===== src/rtl/lockstep_arb_pkg.sv =====
// Shared types and constants for the lockstep peripheral arbiter.
package lockstep_arb_pkg;

    typedef enum logic [0:0] {
        IDLE     = 1'b0,
        WAIT_RSP = 1'b1
    } ls_arb_state_e;

    localparam logic [31:0] ERR_RDATA = 32'hBADACCE5;

    function automatic int unsigned rr_next(input int unsigned idx, input int unsigned n);
        if (idx + 32'd1 >= n) begin
            return 32'd0;
        end else begin
            return idx + 32'd1;
        end
    endfunction

endpackage


===== src/rtl/lockstep_periph_arb_if.sv =====
// Requester-side and lockstep-side bus of the lockstep peripheral arbiter.
interface lockstep_periph_arb_if #(
    parameter int NB_REQ     = 8,
    parameter int ADDR_WIDTH = 32,
    parameter int DATA_WIDTH = 32,
    parameter int BE_WIDTH   = DATA_WIDTH / 8,
    parameter int ID_WIDTH   = 5
);
    logic [NB_REQ-1:0]            req_i;
    logic [NB_REQ*ADDR_WIDTH-1:0] add_i;
    logic [NB_REQ-1:0]            wen_i;
    logic [NB_REQ*DATA_WIDTH-1:0] wdata_i;
    logic [NB_REQ*BE_WIDTH-1:0]   be_i;
    logic [NB_REQ*ID_WIDTH-1:0]   id_i;
    logic [NB_REQ-1:0]            gnt_o;
    logic [NB_REQ-1:0]            r_valid_o;
    logic                         r_opc_o;
    logic [ID_WIDTH-1:0]          r_id_o;
    logic [DATA_WIDTH-1:0]        r_rdata_o;
    logic                         ls_req_o;
    logic [ADDR_WIDTH-1:0]        ls_add_o;
    logic                         ls_wen_o;
    logic [DATA_WIDTH-1:0]        ls_wdata_o;
    logic [BE_WIDTH-1:0]          ls_be_o;
    logic [ID_WIDTH-1:0]          ls_id_o;
    logic                         ls_gnt_i;
    logic                         ls_r_valid_i;
    logic                         ls_r_opc_i;
    logic [ID_WIDTH-1:0]          ls_r_id_i;
    logic [DATA_WIDTH-1:0]        ls_r_rdata_i;

    modport slave (
        input  req_i, add_i, wen_i, wdata_i, be_i, id_i,
        input  ls_gnt_i, ls_r_valid_i, ls_r_opc_i, ls_r_id_i, ls_r_rdata_i,
        output gnt_o, r_valid_o, r_opc_o, r_id_o, r_rdata_o,
        output ls_req_o, ls_add_o, ls_wen_o, ls_wdata_o, ls_be_o, ls_id_o
    );

    modport master (
        output req_i, add_i, wen_i, wdata_i, be_i, id_i,
        output ls_gnt_i, ls_r_valid_i, ls_r_opc_i, ls_r_id_i, ls_r_rdata_i,
        input  gnt_o, r_valid_o, r_opc_o, r_id_o, r_rdata_o,
        input  ls_req_o, ls_add_o, ls_wen_o, ls_wdata_o, ls_be_o, ls_id_o
    );

endinterface


===== src/rtl/lockstep_rr_arb.sv =====
// Rotating-priority selector: first asserted request at or after ptr_i, wrapping.
module lockstep_rr_arb #(
    parameter int NB_REQ = 8,
    parameter int IDX_W  = $clog2(NB_REQ)
) (
    input  logic [NB_REQ-1:0] req_i,
    input  logic [IDX_W-1:0]  ptr_i,
    output logic [IDX_W-1:0]  idx_o,
    output logic              valid_o
);

    logic [IDX_W-1:0] pos_s;

    // Scan from the highest rotated position down so the lowest rotated hit wins.
    always_comb begin
        idx_o   = '0;
        valid_o = 1'b0;
        pos_s   = '0;
        for (int i = NB_REQ - 1; i >= 0; i--) begin
            pos_s = IDX_W'((32'(ptr_i) + 32'(i)) % 32'(NB_REQ));
            if (req_i[pos_s]) begin
                idx_o   = pos_s;
                valid_o = 1'b1;
            end else begin
                idx_o   = idx_o;
                valid_o = valid_o;
            end
        end
    end

endmodule


===== src/rtl/lockstep_periph_arb.sv =====
// Round-robin arbiter sharing the lockstep peripheral port, one transaction in flight.
// Optional response timeout: define LOCKSTEP_ARB_TIMEOUT_EN.
module lockstep_periph_arb
    import lockstep_arb_pkg::*;
#(
    parameter int NB_REQ         = 8,
    parameter int ADDR_WIDTH     = 32,
    parameter int DATA_WIDTH     = 32,
    parameter int BE_WIDTH       = DATA_WIDTH / 8,
    parameter int ID_WIDTH       = 5,
    parameter int TIMEOUT_CYCLES = 255
) (
    input  logic                  clk_i,
    input  logic                  rst_i,
    lockstep_periph_arb_if.slave  bus
);

    localparam int IDX_W = $clog2(NB_REQ);

    ls_arb_state_e         state_q, state_d;
    logic [IDX_W-1:0]      ptr_q, ptr_d, idx_q, idx_d, win_idx_s;
    logic [ID_WIDTH-1:0]   rid_q, rid_d;
    logic                  win_valid_s, grant_s, rsp_match_s, timeout_s;

    logic [NB_REQ-1:0]     gnt_s, r_valid_s;
    logic                  r_opc_s, ls_req_s, ls_wen_s;
    logic [ID_WIDTH-1:0]   r_id_s, ls_id_s;
    logic [DATA_WIDTH-1:0] r_rdata_s, ls_wdata_s;
    logic [ADDR_WIDTH-1:0] ls_add_s;
    logic [BE_WIDTH-1:0]   ls_be_s;

    lockstep_rr_arb #(.NB_REQ(NB_REQ), .IDX_W(IDX_W)) u_rr_arb (
        .req_i   (bus.req_i),
        .ptr_i   (ptr_q),
        .idx_o   (win_idx_s),
        .valid_o (win_valid_s)
    );

    // A response in the grant cycle is ignored simply because the FSM is still in IDLE.
    assign grant_s     = (state_q == IDLE) && win_valid_s && bus.ls_gnt_i;
    assign rsp_match_s = (state_q == WAIT_RSP) && bus.ls_r_valid_i
                         && (bus.ls_r_id_i == ID_WIDTH'(idx_q));

`ifdef LOCKSTEP_ARB_TIMEOUT_EN
    logic [15:0] cnt_q, cnt_d;
    assign timeout_s = (state_q == WAIT_RSP) && (cnt_q == 16'(TIMEOUT_CYCLES - 1));
`else
    assign timeout_s = 1'b0;
`endif

    // State register with synchronous reset.
    always_ff @(posedge clk_i) begin
        if (rst_i) begin
            state_q <= IDLE;
            ptr_q   <= '0;
            idx_q   <= '0;
            rid_q   <= '0;
`ifdef LOCKSTEP_ARB_TIMEOUT_EN
            cnt_q   <= 16'd0;
`endif
        end else begin
            state_q <= state_d;
            ptr_q   <= ptr_d;
            idx_q   <= idx_d;
            rid_q   <= rid_d;
`ifdef LOCKSTEP_ARB_TIMEOUT_EN
            cnt_q   <= cnt_d;
`endif
        end
    end

    // Next-state logic.
    always_comb begin
        state_d = state_q;
        ptr_d   = ptr_q;
        idx_d   = idx_q;
        rid_d   = rid_q;
`ifdef LOCKSTEP_ARB_TIMEOUT_EN
        cnt_d   = cnt_q;
`endif
        case (state_q)
            IDLE: begin
                if (grant_s) begin
                    state_d = WAIT_RSP;
                    ptr_d   = IDX_W'(rr_next(32'(win_idx_s), 32'(NB_REQ)));
                    idx_d   = win_idx_s;
                    rid_d   = bus.id_i[win_idx_s*ID_WIDTH +: ID_WIDTH];
`ifdef LOCKSTEP_ARB_TIMEOUT_EN
                    cnt_d   = 16'd0;
`endif
                end else begin
                    state_d = IDLE;
                end
            end
            WAIT_RSP: begin
                if (rsp_match_s || timeout_s) begin
                    state_d = IDLE;
                end else begin
                    state_d = WAIT_RSP;
`ifdef LOCKSTEP_ARB_TIMEOUT_EN
                    cnt_d   = cnt_q + 16'd1;
`endif
                end
            end
            default: state_d = IDLE;
        endcase
    end

    // Output decode; everything is held at zero while reset is asserted.
    always_comb begin
        gnt_s      = '0;
        r_valid_s  = '0;
        r_opc_s    = 1'b0;
        r_id_s     = '0;
        r_rdata_s  = '0;
        ls_req_s   = 1'b0;
        ls_add_s   = '0;
        ls_wen_s   = 1'b0;
        ls_wdata_s = '0;
        ls_be_s    = '0;
        ls_id_s    = '0;
        if (rst_i) begin
            ls_req_s = 1'b0;
        end else begin
            case (state_q)
                IDLE: begin
                    ls_req_s = |bus.req_i;
                    if (win_valid_s) begin
                        ls_add_s   = bus.add_i[win_idx_s*ADDR_WIDTH +: ADDR_WIDTH];
                        ls_wen_s   = bus.wen_i[win_idx_s];
                        ls_wdata_s = bus.wdata_i[win_idx_s*DATA_WIDTH +: DATA_WIDTH];
                        ls_be_s    = bus.be_i[win_idx_s*BE_WIDTH +: BE_WIDTH];
                        ls_id_s    = ID_WIDTH'(win_idx_s);
                    end else begin
                        ls_id_s    = '0;
                    end
                    if (grant_s) begin
                        gnt_s[win_idx_s] = 1'b1;
                    end else begin
                        gnt_s = '0;
                    end
                end
                WAIT_RSP: begin
                    // A real response beats a coincident timeout.
                    if (rsp_match_s) begin
                        r_valid_s[idx_q] = 1'b1;
                        r_opc_s          = bus.ls_r_opc_i;
                        r_rdata_s        = bus.ls_r_rdata_i;
                        r_id_s           = rid_q;
                    end else if (timeout_s) begin
                        r_valid_s[idx_q] = 1'b1;
                        r_opc_s          = 1'b1;
                        r_rdata_s        = DATA_WIDTH'(ERR_RDATA);
                        r_id_s           = rid_q;
                    end else begin
                        r_valid_s = '0;
                    end
                end
                default: ls_req_s = 1'b0;
            endcase
        end
    end

    assign bus.gnt_o      = gnt_s;
    assign bus.r_valid_o  = r_valid_s;
    assign bus.r_opc_o    = r_opc_s;
    assign bus.r_id_o     = r_id_s;
    assign bus.r_rdata_o  = r_rdata_s;
    assign bus.ls_req_o   = ls_req_s;
    assign bus.ls_add_o   = ls_add_s;
    assign bus.ls_wen_o   = ls_wen_s;
    assign bus.ls_wdata_o = ls_wdata_s;
    assign bus.ls_be_o    = ls_be_s;
    assign bus.ls_id_o    = ls_id_s;

endmodule


===== src/flat_wrapper.sv =====
// flat-port wrapper written by rule: the top's interface ports become plain ports
module lockstep_periph_arb_flat import lockstep_arb_pkg::*;
#(
    parameter int NB_REQ         = 8,
    parameter int ADDR_WIDTH     = 32,
    parameter int DATA_WIDTH     = 32,
    parameter int BE_WIDTH       = DATA_WIDTH / 8,
    parameter int ID_WIDTH       = 5,
    parameter int TIMEOUT_CYCLES = 255
)
  (clk_i, rst_i, bus_req_i, bus_add_i, bus_wen_i, bus_wdata_i, bus_be_i, bus_id_i, bus_ls_gnt_i, bus_ls_r_valid_i, bus_ls_r_opc_i, bus_ls_r_id_i, bus_ls_r_rdata_i, bus_gnt_o, bus_r_valid_o, bus_r_opc_o, bus_r_id_o, bus_r_rdata_o, bus_ls_req_o, bus_ls_add_o, bus_ls_wen_o, bus_ls_wdata_o, bus_ls_be_o, bus_ls_id_o);
  lockstep_periph_arb_if #(.NB_REQ(NB_REQ), .ADDR_WIDTH(ADDR_WIDTH), .DATA_WIDTH(DATA_WIDTH), .BE_WIDTH(BE_WIDTH), .ID_WIDTH(ID_WIDTH)) bus_i ();
  input  logic clk_i;
  input  logic rst_i;
  input wire logic [$bits(bus_i.req_i)-1:0] bus_req_i;
  input wire logic [$bits(bus_i.add_i)-1:0] bus_add_i;
  input wire logic [$bits(bus_i.wen_i)-1:0] bus_wen_i;
  input wire logic [$bits(bus_i.wdata_i)-1:0] bus_wdata_i;
  input wire logic [$bits(bus_i.be_i)-1:0] bus_be_i;
  input wire logic [$bits(bus_i.id_i)-1:0] bus_id_i;
  input wire logic [$bits(bus_i.ls_gnt_i)-1:0] bus_ls_gnt_i;
  input wire logic [$bits(bus_i.ls_r_valid_i)-1:0] bus_ls_r_valid_i;
  input wire logic [$bits(bus_i.ls_r_opc_i)-1:0] bus_ls_r_opc_i;
  input wire logic [$bits(bus_i.ls_r_id_i)-1:0] bus_ls_r_id_i;
  input wire logic [$bits(bus_i.ls_r_rdata_i)-1:0] bus_ls_r_rdata_i;
  output wire logic [$bits(bus_i.gnt_o)-1:0] bus_gnt_o;
  output wire logic [$bits(bus_i.r_valid_o)-1:0] bus_r_valid_o;
  output wire logic [$bits(bus_i.r_opc_o)-1:0] bus_r_opc_o;
  output wire logic [$bits(bus_i.r_id_o)-1:0] bus_r_id_o;
  output wire logic [$bits(bus_i.r_rdata_o)-1:0] bus_r_rdata_o;
  output wire logic [$bits(bus_i.ls_req_o)-1:0] bus_ls_req_o;
  output wire logic [$bits(bus_i.ls_add_o)-1:0] bus_ls_add_o;
  output wire logic [$bits(bus_i.ls_wen_o)-1:0] bus_ls_wen_o;
  output wire logic [$bits(bus_i.ls_wdata_o)-1:0] bus_ls_wdata_o;
  output wire logic [$bits(bus_i.ls_be_o)-1:0] bus_ls_be_o;
  output wire logic [$bits(bus_i.ls_id_o)-1:0] bus_ls_id_o;
  assign bus_i.req_i = bus_req_i;
  assign bus_i.add_i = bus_add_i;
  assign bus_i.wen_i = bus_wen_i;
  assign bus_i.wdata_i = bus_wdata_i;
  assign bus_i.be_i = bus_be_i;
  assign bus_i.id_i = bus_id_i;
  assign bus_i.ls_gnt_i = bus_ls_gnt_i;
  assign bus_i.ls_r_valid_i = bus_ls_r_valid_i;
  assign bus_i.ls_r_opc_i = bus_ls_r_opc_i;
  assign bus_i.ls_r_id_i = bus_ls_r_id_i;
  assign bus_i.ls_r_rdata_i = bus_ls_r_rdata_i;
  assign bus_gnt_o = bus_i.gnt_o;
  assign bus_r_valid_o = bus_i.r_valid_o;
  assign bus_r_opc_o = bus_i.r_opc_o;
  assign bus_r_id_o = bus_i.r_id_o;
  assign bus_r_rdata_o = bus_i.r_rdata_o;
  assign bus_ls_req_o = bus_i.ls_req_o;
  assign bus_ls_add_o = bus_i.ls_add_o;
  assign bus_ls_wen_o = bus_i.ls_wen_o;
  assign bus_ls_wdata_o = bus_i.ls_wdata_o;
  assign bus_ls_be_o = bus_i.ls_be_o;
  assign bus_ls_id_o = bus_i.ls_id_o;
  lockstep_periph_arb #(.NB_REQ(NB_REQ), .ADDR_WIDTH(ADDR_WIDTH), .DATA_WIDTH(DATA_WIDTH), .BE_WIDTH(BE_WIDTH), .ID_WIDTH(ID_WIDTH), .TIMEOUT_CYCLES(TIMEOUT_CYCLES)) u_core (.clk_i(clk_i), .rst_i(rst_i), .bus(bus_i));
endmodule

===== config.mk =====
export PLATFORM = sky130hd
export DESIGN_NAME = lockstep_periph_arb_flat
export DESIGN_NICKNAME = d
export VERILOG_FILES = /design/src/rtl/lockstep_arb_pkg.sv /design/src/rtl/lockstep_periph_arb_if.sv /design/src/rtl/lockstep_rr_arb.sv /design/src/rtl/lockstep_periph_arb.sv /design/src/flat_wrapper.sv
export SDC_FILE = /design/constraint.sdc
export NUM_CORES = 1
export LEC_CHECK = 0
export ABC_AREA = 1
export CAP_MARGIN = 30
export CORE_AREA = 10 10 295 297
export DETAILED_ROUTE_END_ITERATION = 16
export DIE_AREA = 0 0 305 307
export GPL_ROUTABILITY_DRIVEN = 0
export SLEW_MARGIN = 20
export SYNTH_ARGS = -nofsm -noshare
export SYNTH_HDL_FRONTEND = slang
export SYNTH_SLANG_ARGS = --single-unit

===== constraint.sdc =====
create_clock -name clk_i -period 3.28 [get_ports clk_i]
set_input_delay 0.656 -clock clk_i [delete_from_list [all_inputs] [get_ports clk_i]]
set_output_delay 0.656 -clock clk_i [all_outputs]
set_load 0.02 [all_outputs]

Yosys cells after proc, flatten, opt, wreduce, memory -nomap -nowiden --
Cells that the tools add are included.
Operators by class: add/subtract/negate cells 8, div/mod/pow operators 0, muxes and demuxes 74, order comparisons 13, bitwise gates (word level) 1, reductions and logical operators 8, shifts and indexed selects 4, eq/ne operators 1, $mul 1
Operators with widths (number):
- $shiftx A256 B9 Y32 | 2
- $mux W32 | 9
- $mux W8 | 6
- $lt A3 B4 Y1 const B | 10
- $shiftx A40 B7 Y5 | 1
- $shiftx A32 B6 Y4 | 1
- $mux W3 | 10
- $mux W1 | 29
- $bmux W1 S3 | 9
- $mux W5 | 5
- $add A3 B3 Y3 const B | 4
- $mux W4 | 3
- $reduce_or A8 Y1 | 1
- $add A3 B2 Y3 const B | 2
- $demux W1 S3 | 2
- $ge A3 B1 Y1 const B | 2
- $logic_and A1 B1 Y1 | 6
- $mul A3 B3 Y6 const B | 1
- $eq A5 B3 Y1 | 1
- $add A3 B1 Y4 const B | 1
- $ge A4 B4 Y1 const B | 1
- $add A3 B1 Y3 const B | 1
- $pmux W1 S2 | 1
- $reduce_and A2 Y1 | 1
- $not A1 Y1 | 1
Storage, ports and cells: bits in read-only memories 0, word-level logic and storage cells 114, output and inout bits 129, memories kept 0, latch bits 0, flip-flop bits (word level) 12, input port bits 642, RAM bits 0

Depth between registers and ports, before layout --
Gate-level depths: netlist of the first run.
word-level depth 18, gate-level depth with buffers 26, gate-level depth less buffers 23

Cells and area by module --
From an unflattened synthesis of the first run, not the netlist that was laid out.
Unflattened totals: cell total of the unflattened synthesis 1572, area, all modules 7652.3 µm²
By module, submodules not included:
- lockstep_periph_arb | seq. area each 240.2 µm², cells each 1450, area an instance 6912.9 µm², times used 1
- lockstep_rr_arb | seq. area each 0.0 µm², cells each 122, area an instance 739.5 µm², times used 1

Worst setup path after synthesis of the first run --
Ideal clock, no wire load.
path kind register to output, start point reg u_core.ptr_q[1], end point out bus_ls_add_o[21], buffers on the path 5, data arrival time 2.746 ns, cell stages (with the launch flop) 27, data required time 2.624 ns, path slack -0.122 ns, cells stage by stage dfxtp_1 -> buf_4 -> inv_4 -> ha_1 -> buf_2 -> inv_1 -> nand3_1 -> nand3_2 -> nand2_2 -> inv_2 -> nand2_1 -> nand2_1 -> nand2_1 -> nand2_1 -> nand2_1 -> nand2_1 -> nand2_2 -> nand2_2 -> buf_6 -> buf_12 -> buf_6 -> nand2_1 -> nand3_1 -> nand2_1 -> nor2_1 -> nor2_1 -> nor2_1
Between the ends: cells in the longest elaborated chain, start to end 15, elaborated cells between the ends (all ways) 43, classes of those cells add/sub (7); shift (1); mux (35)
Ends and longest elaborated chain:
- start: declaration | RTL line lockstep_periph_arb.sv:21 | logic [IDX_W-1:0] ptr_q, ptr_d, idx_q, idx_d, win_idx_s;
- start signal: assignment | RTL line lockstep_periph_arb.sv:63 | ptr_q <= ptr_d;
- $add A3 B3 Y3 | RTL line lockstep_rr_arb.sv:20 | pos_s = IDX_W'((32'(ptr_i) + 32'(i)) % 32'(NB_REQ));
- $bmux W1 S3 | RTL line lockstep_rr_arb.sv:21 | if (req_i[pos_s]) begin
- $mux W1 (implied by the code) | RTL line lockstep_rr_arb.sv:21
- $mux W3 (8 in a row) | RTL line lockstep_rr_arb.sv:21
- $shiftx A256 B9 Y32 | RTL line lockstep_periph_arb.sv:129 | ls_add_s = bus.add_i[win_idx_s*ADDR_WIDTH +: ADDR_WIDTH];
- $mux W32 (*) | RTL line lockstep_periph_arb.sv:128 | if (win_valid_s) begin
- $mux W32 (*) | RTL line lockstep_periph_arb.sv:125 | case (state_q)
- $mux W32 (*) | RTL line lockstep_periph_arb.sv:122 | if (rst_i) begin
- end: declaration | RTL line flat_wrapper.sv:32 | output wire logic [$bits(bus_i.ls_add_o)-1:0] bus_ls_add_o;
Every way passes the cells marked *; elsewhere a longest branch is shown, timed or not. The select of a mux whose other input is x is not followed.

Worst setup path after layout of the first run --
start point in bus_req_i[6], end point out bus_ls_add_o[24]
Between the ends: cells in the longest elaborated chain, start to end 14, elaborated cells between the ends (all ways) 36, classes of those cells shift (1); mux (35)
Ends and longest elaborated chain:
- start: declaration | RTL line flat_wrapper.sv:15 | input wire logic [$bits(bus_i.req_i)-1:0] bus_req_i;
- $bmux W1 S3 | RTL line lockstep_rr_arb.sv:21
- $mux W1 (implied by the code) | RTL line lockstep_rr_arb.sv:21
- $mux W3 (8 in a row) | RTL line lockstep_rr_arb.sv:21
- $shiftx A256 B9 Y32 | RTL line lockstep_periph_arb.sv:129
- $mux W32 (*) | RTL line lockstep_periph_arb.sv:128
- $mux W32 (*) | RTL line lockstep_periph_arb.sv:125
- $mux W32 (*) | RTL line lockstep_periph_arb.sv:122
Marks and branches as above.

==> run_results.csv, run 1 <==
group,metric,value,unit
floorplan,die_h,307,um
run_status,violations,"setup timing",
run_status,status,"finished with violations",
routing,routed_wl,87910,um
critical_path,worstPathArrival,3290,ps
logic_synthesis,yosysWarnings,0,
finish,nets,3468,
grt,grt_pass1_vias,16070,
clocking,clockRootBuffer,"clkbuf_16",
logic_synthesis,ys_seq_area_frac,0.02978,
floorplan,die_w,305,um
logic_synthesis,synthTopCellsByArea,"nand2_1 (33%), nand3_1 (17%), nor2_1 (13%)",
floorplan,coreArea,81320,um^2
sta,fmax,253.5,MHz
finish,seq_area,242.7,um^2
critical_path,critPathMostFrequentCell,"nand2_1",
sta,rsz0062_at_grt,"yes",
place,hpwl,65970,um
logic_synthesis,mappedNetlistArea,8068,um^2
routing,drt_iter0_markers,1332,
grt,gr-total-overflow,0,
routing,ant_nets,0,
logic_synthesis,yosysUniqueCellTypes,31,
routing,topRoutingLayerUsed,"met5",
finish,design_area,22820,um^2
run,max_cap_violations,0,
critical_path,cp-end-kind,"primary output",
sta,min_period,3945,ps
routing,met1Wirelength,35340,um
logic_synthesis,yosysTopAreaCellShare,0.3327,
critical_path,crit_fanout,6,
finish,multi_input_area,7770,um^2
routing,drc,0,
sta,timing_hold_violations_final,0,
logic_synthesis,synth_area_per_cell,4.375,um^2
floorplan,num_io_pins,771,
routing,viasPerCell,4.167,
place,io_buffers,768,
floorplan,die_area,93640,um^2
finish,nFillCells,8874,
finish,mostFrequentLayoutCell,"clkdlybuf4s50_1",
critical_path,crit_required,2620,ps
finish,post-route-util,0.2806,
finish,area_delta_synth_final,182.9,%
clocking,path_clk_slew,50,ps
routing,via_count,16240,
critical_path,critPathKind,"in -> out",
grt,grt_pass1_wl,116500,um
routing,dr_wl_met2,42390,um
clocking,cts_max_level,1,
place,dp_slack,-1210,ps
routing,wl_per_cell,22.55,um
clocking,clk_latency,240,ps
floorplan,std_cell_rows,105,
clocking,clock_sinks,12,
finish,drive_gt1_frac,0.2926,
grt,grt_max_degree,39,
logic_synthesis,yosys.area.top_type,"nand2_1",
critical_path,cp_slowest_cell,"clkdlybuf4s15_1",
finish,mostFrequentLayoutCells,"clkdlybuf4s50_1 (633), nand2_1 (588), nand3_1 (213), nor2_1 (194), inv_1 (179)",
sta,fin_skew,0.6999,ps
logic_synthesis,ys_ff_latch,12,
floorplan,start_util,0.09921,
grt,grt_use_total,0.1689,
clocking,cts_buffer_depth,2,
clocking,cts_buffers,3,
clocking,tritoncts,"done",
hold_path,worst_hold_path_type,"reg -> reg",
critical_path,critPathMaxStageDelay,210,ps
sta,setup_ws,-665.5,ps
routing,wl_met3,7647,um
critical_path,worst_setup_path_start_kind,"input port",
grt,antenna_found_initial,28,
sta,finalSetupViolCount,80,
sta,period_share,1.203,
routing,drt-pass1-iter-count,5,
logic_synthesis,syn_inst,1844,
place,placed_area,18320,um^2
sta,drv_slew,0,
## cells in the mapped netlist
master,n
nor2_2,2
buf_12,1
nor3_2,1
dfxtp_1,12
o2111ai_1,1
nand2_1,715
nand4_1,1
xnor2_1,1
a211oi_1,1
buf_6,18
nor2_1,285
buf_2,46
nor4_1,1
buf_1,7
buf_4,19
nand3_2,1
inv_2,13
a31oi_1,1
ha_1,2
inv_1,207
conb_1,1
a21oi_1,43
nand3b_1,5
nor3_4,1
clkbuf_1,43
o21ai_1,77
nand3_1,281
nand2_2,6
nor3_1,8
o21ai_0,43
inv_4,1
## sequential cells by signal, summed over array words and instances, names as in the netlist
name,count
u_core.idx_q,3
u_core.ptr_q,3
u_core.rid_q,5
u_core.state_q,1
## cells by family (layout without fill, tap and decap cells)
logic type                 count (synthesis)  after routing  share of synthesized area
xor gates and xnor gates                   1              1                   0.001086
adders and majority gates                  2              2                   0.003101
and+or+nand+nor                         1307           1307                     0.6614
DFF                                       12             12                    0.02978
buffers and inverters                    355           1333                     0.2002
other                                      1              7                  0.0004648
AOI/OAI and AO/OA                        166            166                     0.1039
## repair_timing
item | in CTS | in global routing
hold buffers | 0 | 0
setup buffers | 124 | 35
endpoints found under the setup margin | 127 | 98
resized for setup | 763 | 282
hold endpoints to repair | 0 | 0
pin swaps | 102 | 98
cloned | 22 | 13
## worst max-delay path, delay by kind of cell
kind,cells,cell delay (ps)
buffers and inverters,8,1080
AND/OR/NAND/NOR,18,1530
## metal layers
layer | up-vias | GRT usage
li1 | 7659 | -
met1 | 7432 | 0.2036
met2 | 962 | 0.2948
met3 | 166 | 0.04579
met4 | 24 | 0.03672
met5 | - | 0
## stage by stage
step	std cells	setup TNS, ps	hold WS, ps
final	3898	-41850	541.4
after global routing	3896	-51010	573.9
after CTS	3851	-32200	540.7
after detailed placement	3705	-86570	524.7
after global placement	3705	-88710	521.0
after floorplan	1845	0	502.7
## final timing paths
check	start	endpoint	slack [ps]	depth (start not counted)
hold / removal	u_core.rid_q[2]	u_core.rid_q[2]	540	2
setup / recovery	bus_req_i[6]	bus_ls_add_o[24]	-670	26
hold reg to reg	u_core.rid_q[2]	u_core.rid_q[2]	540	2
setup reg to reg	u_core.ptr_q[1]	u_core.rid_q[1]	70	24
## final cells by class
cell class / instances / area share
Sequential cell: 12 / 0.01064
Timing Repair Buffer: 1108 / 0.5464
Antenna cell: 5 / 0.0005482
Multi-Input combinational cell: 1478 / 0.3405
Tap cell: 1070 / 0.05866
Inverter: 221 / 0.03936
Clock buffer: 4 / 0.003893
Power of run 1 is not shown: default switching activity piles up to over one toggle a cycle in this logic, so the estimate is an artifact.
==> run 2, diff against run 1 <==
--- a/config.mk
+++ b/config.mk
@@ -5,11 +5,10 @@
 export SDC_FILE = /design/constraint.sdc
 export NUM_CORES = 1
 export LEC_CHECK = 0
-export ABC_AREA = 1
 export CAP_MARGIN = 30
-export CORE_AREA = 10 10 295 297
+export CORE_AREA = 10 10 290 292
 export DETAILED_ROUTE_END_ITERATION = 16
-export DIE_AREA = 0 0 305 307
+export DIE_AREA = 0 0 300 302
 export GPL_ROUTABILITY_DRIVEN = 0
 export SLEW_MARGIN = 20
 export SYNTH_ARGS = -nofsm -noshare
==> run 2 against run 1 <==
Net effect:
- the run still ends with setup timing left
- non-clock buffer count shrank 80
- core utilization shrank 2.9 points
- clock skew grew 3.0 ps
- die area shrank 3.2%
- first-iteration DRC count shrank 68%
- final area shrank 14%
- critical endpoint is now bus_ls_wdata_o[14]
- highest routed layer unchanged
==> run_results.csv, run 2 <==
group,metric,value,unit
run_status,status,"finished with violations",
run_status,violations,"setup timing",
grt,use_met1,0.1181,
critical_path,worstPathArrival,3780,ps
logic_synthesis,mappedNetlistArea,7233,um^2
critical_path,cp_slowest_cell,"a2111o_1",
clocking,clockRootBuffer,"clkbuf_16",
clocking,path_clk_slew,50,ps
finish,post-route-util,0.2512,
logic_synthesis,yosys.area.top_type,"mux2i_1",
logic_synthesis,ys_seq_area_frac,0.03321,
routing,via_count,10380,
power,p_int,0.007626,W
sta,fin_skew,3.657,ps
routing,routed_wl,56720,um
sta,min_period,4438,ps
place,io_buffers,768,
clocking,cts_hold_buf,0,
critical_path,crit_fanout,8,
finish,nFillCells,8468,
power,switchingPower,0.005461,W
grt,grt_use_total,0.1126,
power,power_frac_seq,0.016,
finish,mostFrequentLayoutCells,"clkdlybuf4s50_1 (633), mux2i_1 (363), buf_4 (153), buf_6 (99), a22o_1 (71)",
logic_synthesis,synth_most_common_cell,"mux2i_1",
run,max_cap_violations,0,
finish,multi_input_area,7312,um^2
critical_path,critPathMostFrequentCell,"buf_4",
finish,top_register,"u_core.rid_q",
finish,nets,2391,
floorplan,coreArea,78360,um^2
logic_synthesis,synthTopCellsByCount,"mux2i_1 (442), a22o_1 (73), and2_1 (42)",
finish,largestRegisters,"u_core.rid_q: 5 flops, u_core.idx_q: 3 flops, u_core.ptr_q: 3 flops",
power,ir_worst_vdd,308.8,uV
critical_path,r2r-start,"u_core.ptr_q[0]",
clocking,cts_max_level,1,
place,hpwl,46790,um
sta,fmax,225.3,MHz
floorplan,start_util,0.09231,
finish,drive_gt1_frac,0.3030,
floorplan,num_io_pins,771,
routing,drt-pass1-iter-count,4,
floorplan,std_cell_rows,103,
sta,rsz0062_at_grt,"yes",
grt,gr-total-overflow,0,
logic_synthesis,synth_area_per_cell,9.087,um^2
sta,period_share,1.353,
critical_path,r2r_slack,-340,ps
critical_path,r2r_end,"u_core.ptr_q[1]",
critical_path,crit_start,"u_core.ptr_q[0]",
routing,viasPerCell,3.709,
grt,grt.busiest_layer,"met2",
logic_synthesis,ys_ff_latch,12,
clocking,cts_buffer_depth,2,
hold_path,worst_hold_path_type,"reg -> reg",
routing,drc,0,
critical_path,crit_family,"buffers and inverters",
power,p_clk_frac,0.020,
clocking,clock_sinks,12,
clocking,cts_buffers,3,
floorplan,die_w,300,um
finish,seq_area,247.7,um^2
grt,antenna_found_initial,5,
routing,wl_per_cell,20.27,um
sta,drv_slew,0,
place,placed_area,17360,um^2
clocking,tritoncts,"done",
finish,largest_reg_flops,5,
finish,mostFrequentLayoutCell,"clkdlybuf4s50_1",
logic_synthesis,synthTopCellsByArea,"mux2i_1 (61%), a22o_1 (8.8%), and2_1 (3.6%)",
grt,met2_usage,0.2124,
clocking,clk_latency,250,ps
logic_synthesis,yosysTopAreaCellShare,0.6117,
critical_path,crit_required,2620,ps
critical_path,cp_cell_sequence,"inv_4, ha_4, buf_4, mux4_2, buf_4, buf_4, a2111o_1, a211oi_2, o22ai_4, buf_12, buf_16, buf_12, buf_4, mux2i_4, a22o_1, buf_12",
power,p_per_area,664.9,nW/um^2
grt,grt_max_degree,31,
critical_path,worst_setup_path_start_kind,"register",
grt,grt_pass1_vias,11230,
power,swShare,0.4173,
critical_path,critPathMaxStageDelay,440,ps
logic_synthesis,async_flop_share,0,
power,combPwrFrac,0.963,
finish,design_area,19680,um^2
critical_path,cp.buffers_inverters,9,
critical_path,crit_end,"bus_ls_wdata_o[14]",
floorplan,die_area,90600,um^2
logic_synthesis,syn_inst,796,
critical_path,ff2ff_path_depth,16,
floorplan,die_h,302,um
sta,timing_hold_violations_final,0,
logic_synthesis,ys_dominant_reg_cell,"dfxtp_1",
sta,hold_ws,526.9,ps
finish,area_delta_synth_final,172.1,%
grt,gr-usage-met3,0.03631,
critical_path,cp.depth,16,
logic_synthesis,synth_edf_count,0,
sta,setup_ws,-1158,ps
logic_synthesis,yosysUniqueCellTypes,56,
grt,grt_pass1_wl,76580,um
routing,ant_nets,0,
sta,finalSetupViolCount,87,
critical_path,critPathKind,"reg -> out",
critical_path,cp-end-kind,"primary output",
logic_synthesis,yosysWarnings,0,
power,p_leak,8.678,nW
routing,drt_iter0_markers,431,
==> run 2: layer usage <==
| metal | up-vias | wire (um) |
|---|---|---|
| met5 | - | 25 |
| li1 | 4982 | - |
| met4 | 4 | 1760 |
| met3 | 65 | 5230 |
| met1 | 4771 | 20580 |
| met2 | 557 | 29120 |
==> run 2: cells by family after synthesis <==
logic type	after synthesis	share of synthesized area
AO/OA/AOI/OAI	125	0.1429
adder cells (fa/ha/maj)	2	0.003459
flip-flops	12	0.03321
buffers and inverters	90	0.08061
AND/OR/NAND/NOR	102	0.08026
other	1	0.0005184
multiplexers	457	0.6506
XOR/XNOR	7	0.008476
==> run 2: stage by stage <==
stage,setup slack (ps),setup TNS (ps),total power (W),std cells
after detailed placement,-2037,-151150,0.009433,2693
final,-1158,-83620,0.01309,2798
after global routing,-1282,-95200,0.01376,2798
after CTS,-1154,-81540,0.01231,2768
after floorplan,-675.6,-50030,0.005976,797
after global placement,-2029,-150840,0.009442,2693
==> run 2: final cells by class <==
class                      instances  share of cell area
timing repair buffer            1028              0.5424
multi-input combinational        695              0.3715
antenna                            2           0.0002543
inverter                           7            0.001971
clock buffer                       4            0.004513
sequential                        12             0.01259
tap                             1050             0.06675
==> run 2: what timing repair did <==
item / in CTS / in global routing
pin swaps: 26 / 33
resized for setup: 643 / 197
buffers inserted: 61 / 32
cloned: 14 / 5
endpoints found under the setup margin: 132 / 128
==> run 2: power by group through the flow <==
stage	Combinational [W]	Clock, W	Sequential [W]
6_report	0.0126	0.000267	0.000212
5_1_grt	0.0133	0.000276	0.000215
4_1_cts	0.0118	0.000269	0.000210
3_5_place_dp	0.00922	0	0.000214
3_3_place_gp	0.00923	0	0.000214
2_1_floorplan	0.00579	0	0.000188
==> run 2: worst min path at each step <==
stage / cells past startpoint / end / slack (ps) / from
4_1_cts: 2 / u_core.state_q / 520 / u_core.state_q
2_1_floorplan: 2 / u_core.state_q / 450 / u_core.state_q
3_3_place_gp: 2 / u_core.state_q / 510 / u_core.state_q
6_report: 1 / u_core.rid_q[0] / 530 / u_core.rid_q[0]
5_1_grt: 1 / u_core.rid_q[0] / 540 / u_core.rid_q[0]
3_5_place_dp: 2 / u_core.state_q / 510 / u_core.state_q
Power figures use the tool's default switching activity.
